--- src/rtl/tof_collector_pkg.sv ---
// Shared widths, sample-word layout and payload struct for the ToF sample collector.
// Define TOF_SAMPLE_TIMESTAMP_EN to prepend a 16-bit capture timestamp to every sample.
package tof_collector_pkg;

  localparam int unsigned TOF_DATA_W = 22;
  localparam int unsigned DIST_W     = 16;
  localparam int unsigned SIDX_W     = 6;
  localparam int unsigned SRC_W      = 3;
  localparam int unsigned TS_W       = 16;

  // Field offsets inside the sample word (LSB positions)
  localparam int unsigned DIST_LSB = 0;
  localparam int unsigned SIDX_LSB = DIST_LSB + DIST_W;
  localparam int unsigned SRC_LSB  = SIDX_LSB + SIDX_W;
  localparam int unsigned TS_LSB   = SRC_LSB + SRC_W;

`ifdef TOF_SAMPLE_TIMESTAMP_EN
  localparam int unsigned SAMPLE_W = TS_LSB + TS_W;
`else
  localparam int unsigned SAMPLE_W = TS_LSB;
`endif

  typedef struct packed {
`ifdef TOF_SAMPLE_TIMESTAMP_EN
    logic [TS_W-1:0]   ts;
`endif
    logic [SRC_W-1:0]  src;
    logic [SIDX_W-1:0] sensor_idx;
    logic [DIST_W-1:0] distance;
  } sample_t;

endpackage

--- src/rtl/tof_sample_fifo.sv ---
// Synchronous FIFO with a registered head word; a push into an empty (or draining-to-empty)
// FIFO is visible on o_data/o_valid one cycle later.
module tof_sample_fifo #(
  parameter int unsigned WIDTH = 25,
  parameter int unsigned DEPTH = 16
) (
  input  logic                     clk,
  input  logic                     reset,
  input  logic                     i_push,
  input  logic [WIDTH-1:0]         i_data,
  input  logic                     i_pop,
  output logic [WIDTH-1:0]         o_data,
  output logic                     o_valid,
  output logic [$clog2(DEPTH):0]   o_level,
  output logic                     o_full,
  output logic                     o_empty
);

  localparam int unsigned AW = $clog2(DEPTH);
  localparam int unsigned LW = AW + 1;

  logic [WIDTH-1:0] r_mem [DEPTH];
  logic [AW-1:0]    r_wr_ptr;
  logic [AW-1:0]    r_rd_ptr;
  logic [LW-1:0]    r_level;
  logic [WIDTH-1:0] r_data;
  logic             r_valid;

  logic [AW-1:0]    w_rd_nxt;
  logic [LW-1:0]    w_level_popped;
  logic [LW-1:0]    w_level_nxt;
  logic             w_pop;
  logic             w_push;
  logic             w_bypass;

  assign o_full  = (r_level == LW'(DEPTH));
  assign o_empty = !r_valid;
  assign o_valid = r_valid;
  assign o_data  = r_data;
  assign o_level = r_level;

  // A simultaneous pop frees the slot for a push on a full FIFO
  always_comb begin
    w_pop          = i_pop && r_valid;
    w_push         = i_push && (!o_full || w_pop);
    w_rd_nxt       = w_pop ? r_rd_ptr + AW'(1) : r_rd_ptr;
    w_level_popped = r_level - LW'(w_pop);
    w_level_nxt    = w_level_popped + LW'(w_push);
    w_bypass       = w_push && (w_level_popped == '0);
  end

  always_ff @(posedge clk) begin
    if (w_push) r_mem[r_wr_ptr] <= i_data;
  end

  always_ff @(posedge clk or posedge reset) begin
    if (reset) begin
      r_wr_ptr <= '0;
      r_rd_ptr <= '0;
      r_level  <= '0;
      r_valid  <= 1'b0;
      r_data   <= '0;
    end else begin
      if (w_push) r_wr_ptr <= r_wr_ptr + AW'(1);
      r_rd_ptr <= w_rd_nxt;
      r_level  <= w_level_nxt;
      r_valid  <= (w_level_nxt != '0);
      // Head word: take the incoming sample when it becomes the head, else the next stored entry
      if (w_bypass) begin
        r_data <= i_data;
      end else if (w_pop && (w_level_popped != '0)) begin
        r_data <= r_mem[w_rd_nxt];
      end
    end
  end

endmodule

--- src/rtl/tof_sample_collector.sv ---
// Round-robin scanner over the upstream ToF ready flags; captures the selected sample into a FIFO.
// Define TOF_SAMPLE_TIMESTAMP_EN to add a free-running 16-bit capture timestamp to m_data.
module tof_sample_collector
  import tof_collector_pkg::*;
#(
  parameter int unsigned NB_OF_SENSORS = 8,
  parameter int unsigned FIFO_DEPTH    = 16,
  parameter int unsigned DROP_CNT_W    = 16
) (
  input  logic                          clk,
  input  logic                          reset,
  input  logic [7:0]                    tof_ready,
  input  logic [TOF_DATA_W-1:0]         tof_data,
  output logic [SRC_W-1:0]              tof_index,
  output logic [SAMPLE_W-1:0]           m_data,
  output logic                          m_valid,
  input  logic                          m_ready,
  output logic [$clog2(FIFO_DEPTH):0]   fifo_level,
  output logic [DROP_CNT_W-1:0]         drop_count
);

  logic [SRC_W-1:0]      r_index;
  logic [DROP_CNT_W-1:0] r_drop;
  logic [SRC_W-1:0]      w_index_nxt;
  logic [7:0]            w_mask;
  logic                  w_found;
  int unsigned           w_cand;
  logic                  w_hit;
  logic                  w_full;
  logic                  w_empty;
  logic                  w_space_ok;
  logic                  w_push;
  sample_t               w_sample;

`ifdef TOF_SAMPLE_TIMESTAMP_EN
  logic [TS_W-1:0] r_ts;

  always_ff @(posedge clk or posedge reset) begin
    if (reset) r_ts <= '0;
    else       r_ts <= r_ts + TS_W'(1);
  end
`endif

  assign tof_index  = r_index;
  assign drop_count = r_drop;

  always_comb begin
    w_hit      = tof_ready[r_index];
    w_space_ok = !w_full || (!w_empty && m_ready);
    w_push     = w_hit && w_space_ok;
  end

  always_comb begin
    w_sample            = '0;
    w_sample.src        = r_index;
    w_sample.sensor_idx = tof_data[TOF_DATA_W-1:DIST_W];
    w_sample.distance   = tof_data[DIST_W-1:0];
`ifdef TOF_SAMPLE_TIMESTAMP_EN
    w_sample.ts         = r_ts;
`endif
  end

  // Next index: first pending flag after the current one, wrapping at NB_OF_SENSORS
  always_comb begin
    w_mask      = '0;
    w_index_nxt = r_index;
    w_found     = 1'b0;
    w_cand      = '0;
    for (int i = 0; i < 8; i++) begin
      if ((i < int'(NB_OF_SENSORS)) && (i != int'(r_index))) w_mask[i] = tof_ready[i];
    end
    for (int unsigned k = 1; k < NB_OF_SENSORS; k++) begin
      w_cand = 32'(r_index) + k;
      if (w_cand >= NB_OF_SENSORS) w_cand = w_cand - NB_OF_SENSORS;
      if (!w_found && w_mask[SRC_W'(w_cand)]) begin
        w_index_nxt = SRC_W'(w_cand);
        w_found     = 1'b1;
      end
    end
  end

  always_ff @(posedge clk or posedge reset) begin
    if (reset) begin
      r_index <= '0;
      r_drop  <= '0;
    end else begin
      r_index <= w_index_nxt;
      if (w_hit && !w_space_ok && (r_drop != '1)) r_drop <= r_drop + DROP_CNT_W'(1);
    end
  end

  tof_sample_fifo #(
    .WIDTH (SAMPLE_W),
    .DEPTH (FIFO_DEPTH)
  ) u_fifo (
    .clk     (clk),
    .reset   (reset),
    .i_push  (w_push),
    .i_data  (w_sample),
    .i_pop   (m_ready),
    .o_data  (m_data),
    .o_valid (m_valid),
    .o_level (fifo_level),
    .o_full  (w_full),
    .o_empty (w_empty)
  );

endmodule
--- config.mk ---
export PLATFORM = sky130hd
export DESIGN_NAME = tof_sample_collector
export DESIGN_NICKNAME = d
export VERILOG_FILES = /design/src/rtl/tof_collector_pkg.sv /design/src/rtl/tof_sample_fifo.sv /design/src/rtl/tof_sample_collector.sv
export SDC_FILE = /design/constraint.sdc
export NUM_CORES = 1
export LEC_CHECK = 0
export BUFFER_PORTS_ARGS = -buffer_cell sky130_fd_sc_hd__buf_2
export CORE_ASPECT_RATIO = 1.4
export CORE_MARGIN = 5
export CORE_UTILIZATION = 50
export DETAILED_ROUTE_END_ITERATION = 12
export PLACE_DENSITY = 0.73
export REMOVE_ABC_BUFFERS = 1
export SLEW_MARGIN = 20
export SYNTH_ARGS = -nofsm -noshare
export SYNTH_HDL_FRONTEND = slang
export SYNTH_SLANG_ARGS = --single-unit
--- constraint.sdc ---
create_clock -name clk -period 3.8 [get_ports clk]
set_input_delay 0.57 -clock clk [delete_from_list [all_inputs] [get_ports clk]]
set_output_delay 0.57 -clock clk [all_outputs]
set_load 0.02 [all_outputs]
==> parameters.txt <==
Parameter                              Value

Layout
  Relative area change from synthesis to final layout    13.4%
  Fraction of layout instances using a drive strength above 1    0.276
  Final cell utilization of the core    0.573
  Most used cells in the layout excluding fill and tap cells    edfxtp_1, nand2_1, mux4_2
  Nets    1219
  Count of placed standard cells in the final layout, fillers left out    1675
  Final antenna diode count    0
  Leading cell type in the layout, fill and taps excluded    edfxtp_1

Global routing
  Number of antenna violations at the first check in global routing    1
  Maximum number of pins on one net before global-route repair    57
  Global route total overflow    0
  Wire length of the first global-routing pass    64000 um
  Gr usage total    0.203
  Vias in the first global route    10400

Synthesis
  Portion of synthesized cell area occupied by the leading cell type    0.634
  Synth area leader    edfxtp_1
  Synthesized instance count    roughly 1000
  Post-synthesis sequential element count    458
  Sequential cell area fraction in the yosys report    0.710
  Post-synthesis instance area    19000 sq um
  Most instantiated flip-flop cell in the synthesis netlist    edfxtp_1
  Warnings, synthesis    0
  Share of synthesized flip-flops with an asynchronous set or reset    0.127
  Synth cell types    67
  Mean cell area of the mapped netlist    between 15 and 20 sq um
  EDFF count, synth    400
  Dominant cells by area after synthesis    edfxtp_1, mux4_2, dfrtp_1, nand2_1, mux4_1

STA
  Hold violation total from the final report    0
  Highest clock rate    329 MHz
  Number of setup violations in the final report    0
  Setup ws final    0.762 ns
  Max-slew headroom    0.352
  Actual transition at the worst max-transition pin    about 0.97 ns
  Shortest clock period the worst path allows after layout    3.04 ns
  Clock Skews    0.0139 ns
  RSZ-0062 raised after global routing    no
  Final Max Slew Viols    0
  Share of the cycle needed by the critical path after routing    0.800

Placed design
  Cell count after placement    1599
  Final weighted congestion in routability-driven placement    0.839
  Buffers added on ports    82
  Worst-case setup slack after placement    0.556 ns
  HPWL reported at the end of detailed placement    around 26000 um

Clock tree
  Number of buffers on the longest clock path    3
  CTS Root Cell    clkbuf_16
  Post-CTS Hold Buffers    0
  Post-cts repair resize count    0
  Number of buffers created by CTS    41
  Clock insertion delay at the later pin of the skew report    0.55 ns
  Number of H-tree levels    2
  TritonCTS clock tree    built
  Clock transition at the register clock pins on the worst setup and hold paths after CTS    0.06 ns
  Total setup buffers inserted after CTS    0
  Clock tree sinks    between 400 and 500

Drt
  Starting DRC count in detailed routing    907
  First-pass iteration count of the detailed router    6
  WL/cell    25.0 um
  DRC violations left    0
  Remaining number of nets flagged by the antenna check after routing    0
  Vias per inst    5.97
  Total length of routed wires    41800 um
  Via total after detailed routing    between 10000 and 15000

Die
  Starting density of the core    0.505
  Number of ports placed on the die boundary    83
  Core Area    37500 sq um
  Total number of placement rows    84
  Die area    42000 sq um
  Die width    175 um
  Die span in y    240 um

Setup path
  CP Max Fanout    14
  Category of the most critical setup path    reg2reg
  R2R cell count    10
  Kind of capture point of the worst setup path    register
  Worst setup slack for register-to-register paths    0.76 ns
  CP arrival    3.46 ns
  Biggest cell delay along the critical path    about 0.49 ns
  Reg-to-reg critical path endpoint    tof_index[1]
  CP max stage cell    dfrtp_1
  Startpoint of the most critical register-to-register path    tof_index[0]
  Launching element type of the critical path    register
  Req. time, crit path    4.22 ns
  List of cells traversed by the critical path    buf_4 -> inv_1 -> ha_1 -> a21boi_1 -> mux2i_2 -> mux4_2 -> o211ai_4 -> o32a_1 -> nor3b_2 -> a211oi_2

Worst hold path
  Kind of path behind the tightest hold check    in2async

Power
  Total power per unit cell area    882 nW/um^2
  PnR Total Power    approximately 19 mW
  Peak supply drop    0.493 mV
  Static leakage    7.54 nW

Status
  Status    completed

Flow run
  MaxCap Viol Count    0
[registers in the layout, summed over array words and instances, names as in the netlist]
name / count
u_fifo.o_level: 5
u_fifo.o_valid: 1
u_fifo.o_data: 25
drop_count: 16
u_fifo.r_mem: 400
u_fifo.r_rd_ptr: 4
u_fifo.r_wr_ptr: 4
tof_index: 3
[worst max-delay path by stage]
| stage | start | depth (start not counted) | to |
|---|---|---|---|
| 2_1_floorplan | m_ready | 6 | u_fifo.o_data[20] |
| 3_3_place_gp | m_ready | 14 | u_fifo.o_data[0] |
| 3_5_place_dp | m_ready | 14 | u_fifo.o_data[9] |
| 4_1_cts | tof_index[0] | 10 | tof_index[1] |
| 5_1_grt | tof_index[0] | 10 | tof_index[1] |
| 6_report | tof_index[0] | 10 | tof_index[1] |
[through the flow]
stage | setup TNS, ns | hold WS [ns] | instance area [sq um]
floorplan | -21.85 | 0.493 | 18600
global placement | 0 | 0.474 | 20100
detailed placement | 0 | 0.476 | 20100
CTS | 0 | 0.297 | 21500
global route | 0 | 0.219 | 21500
finish | 0 | 0.176 | 21500
[logic make-up (layout without fill, tap and decap cells)]
| logic type | count (synthesis) | after routing | share of synthesized area |
|---|---|---|---|
| flip-flops | 458 | 458 | 0.710 |
| AND/OR/NAND/NOR | 239 | 239 | 0.0605 |
| multiplexers | 138 | 138 | 0.146 |
| AO/OA/AOI/OAI | 92 | 92 | 0.0356 |
| buffers and inverters | 69 | 230 | 0.0223 |
| XOR/XNOR | 28 | 28 | 0.0139 |
| adder cells (fa/ha/maj) | 17 | 17 | 0.0112 |
[metal layers]
layer,GRT usage,part of all wire
met3,0.0300,0.047
met1,0.254,0.38
met2,0.365,0.54
met5,0,0.00026
met4,0.0674,0.028
[power breakdown]
| part | switching (mW) | internal [mW] |
|---|---|---|
| clock network | 1.78 | 2.37 |
| logic | 4.41 | 3.56 |
| registers | 0.412 | 6.42 |
[cell type report]
type                       count  area (sq um)
clock buffer                  52          1120
clock inverter                24           248
fill                        2713         16000
inverter                      20          76.3
multi-input combinational    514          5090
sequential                   458         13500
tap                          473           592
timing repair buffer         134           913
[cell usage after synthesis, types with 3 or more instances]
master and n:
dfrtp_1 58, buf_4 4, a32o_1 11, clkbuf_1 8, inv_1 18, xnor2_1 16
o22ai_1 3, a21oi_1 24, nor4_1 3, mux4_2 97, nor2b_1 5, xor2_1 11
nor3b_1 4, nand3_1 40, nor2_1 31, a31oi_1 12, and2_1 18, nand2b_1 7
edfxtp_1 400, mux4_1 9, o21ai_0 5, buf_6 13, mux2_2 13, mux2i_1 16
o211ai_1 3, buf_2 20, nand2_1 108, a22oi_1 11, nand4_1 6, ha_1 17
[worst max-delay path: cells and delay by family, from the launching register on]
| family | cells | cell delay, ns |
|---|---|---|
| AOI/OAI and AO/OA | 4 | 0.67 |
| adders and majority gates | 1 | 0.22 |
| and+or+nand+nor | 1 | 0.20 |
| DFF | 1 | 0.49 |
| buffers and inverters | 2 | 0.48 |
| muxes | 2 | 0.85 |
No activity file was read; power rests on OpenSTA's default activity.
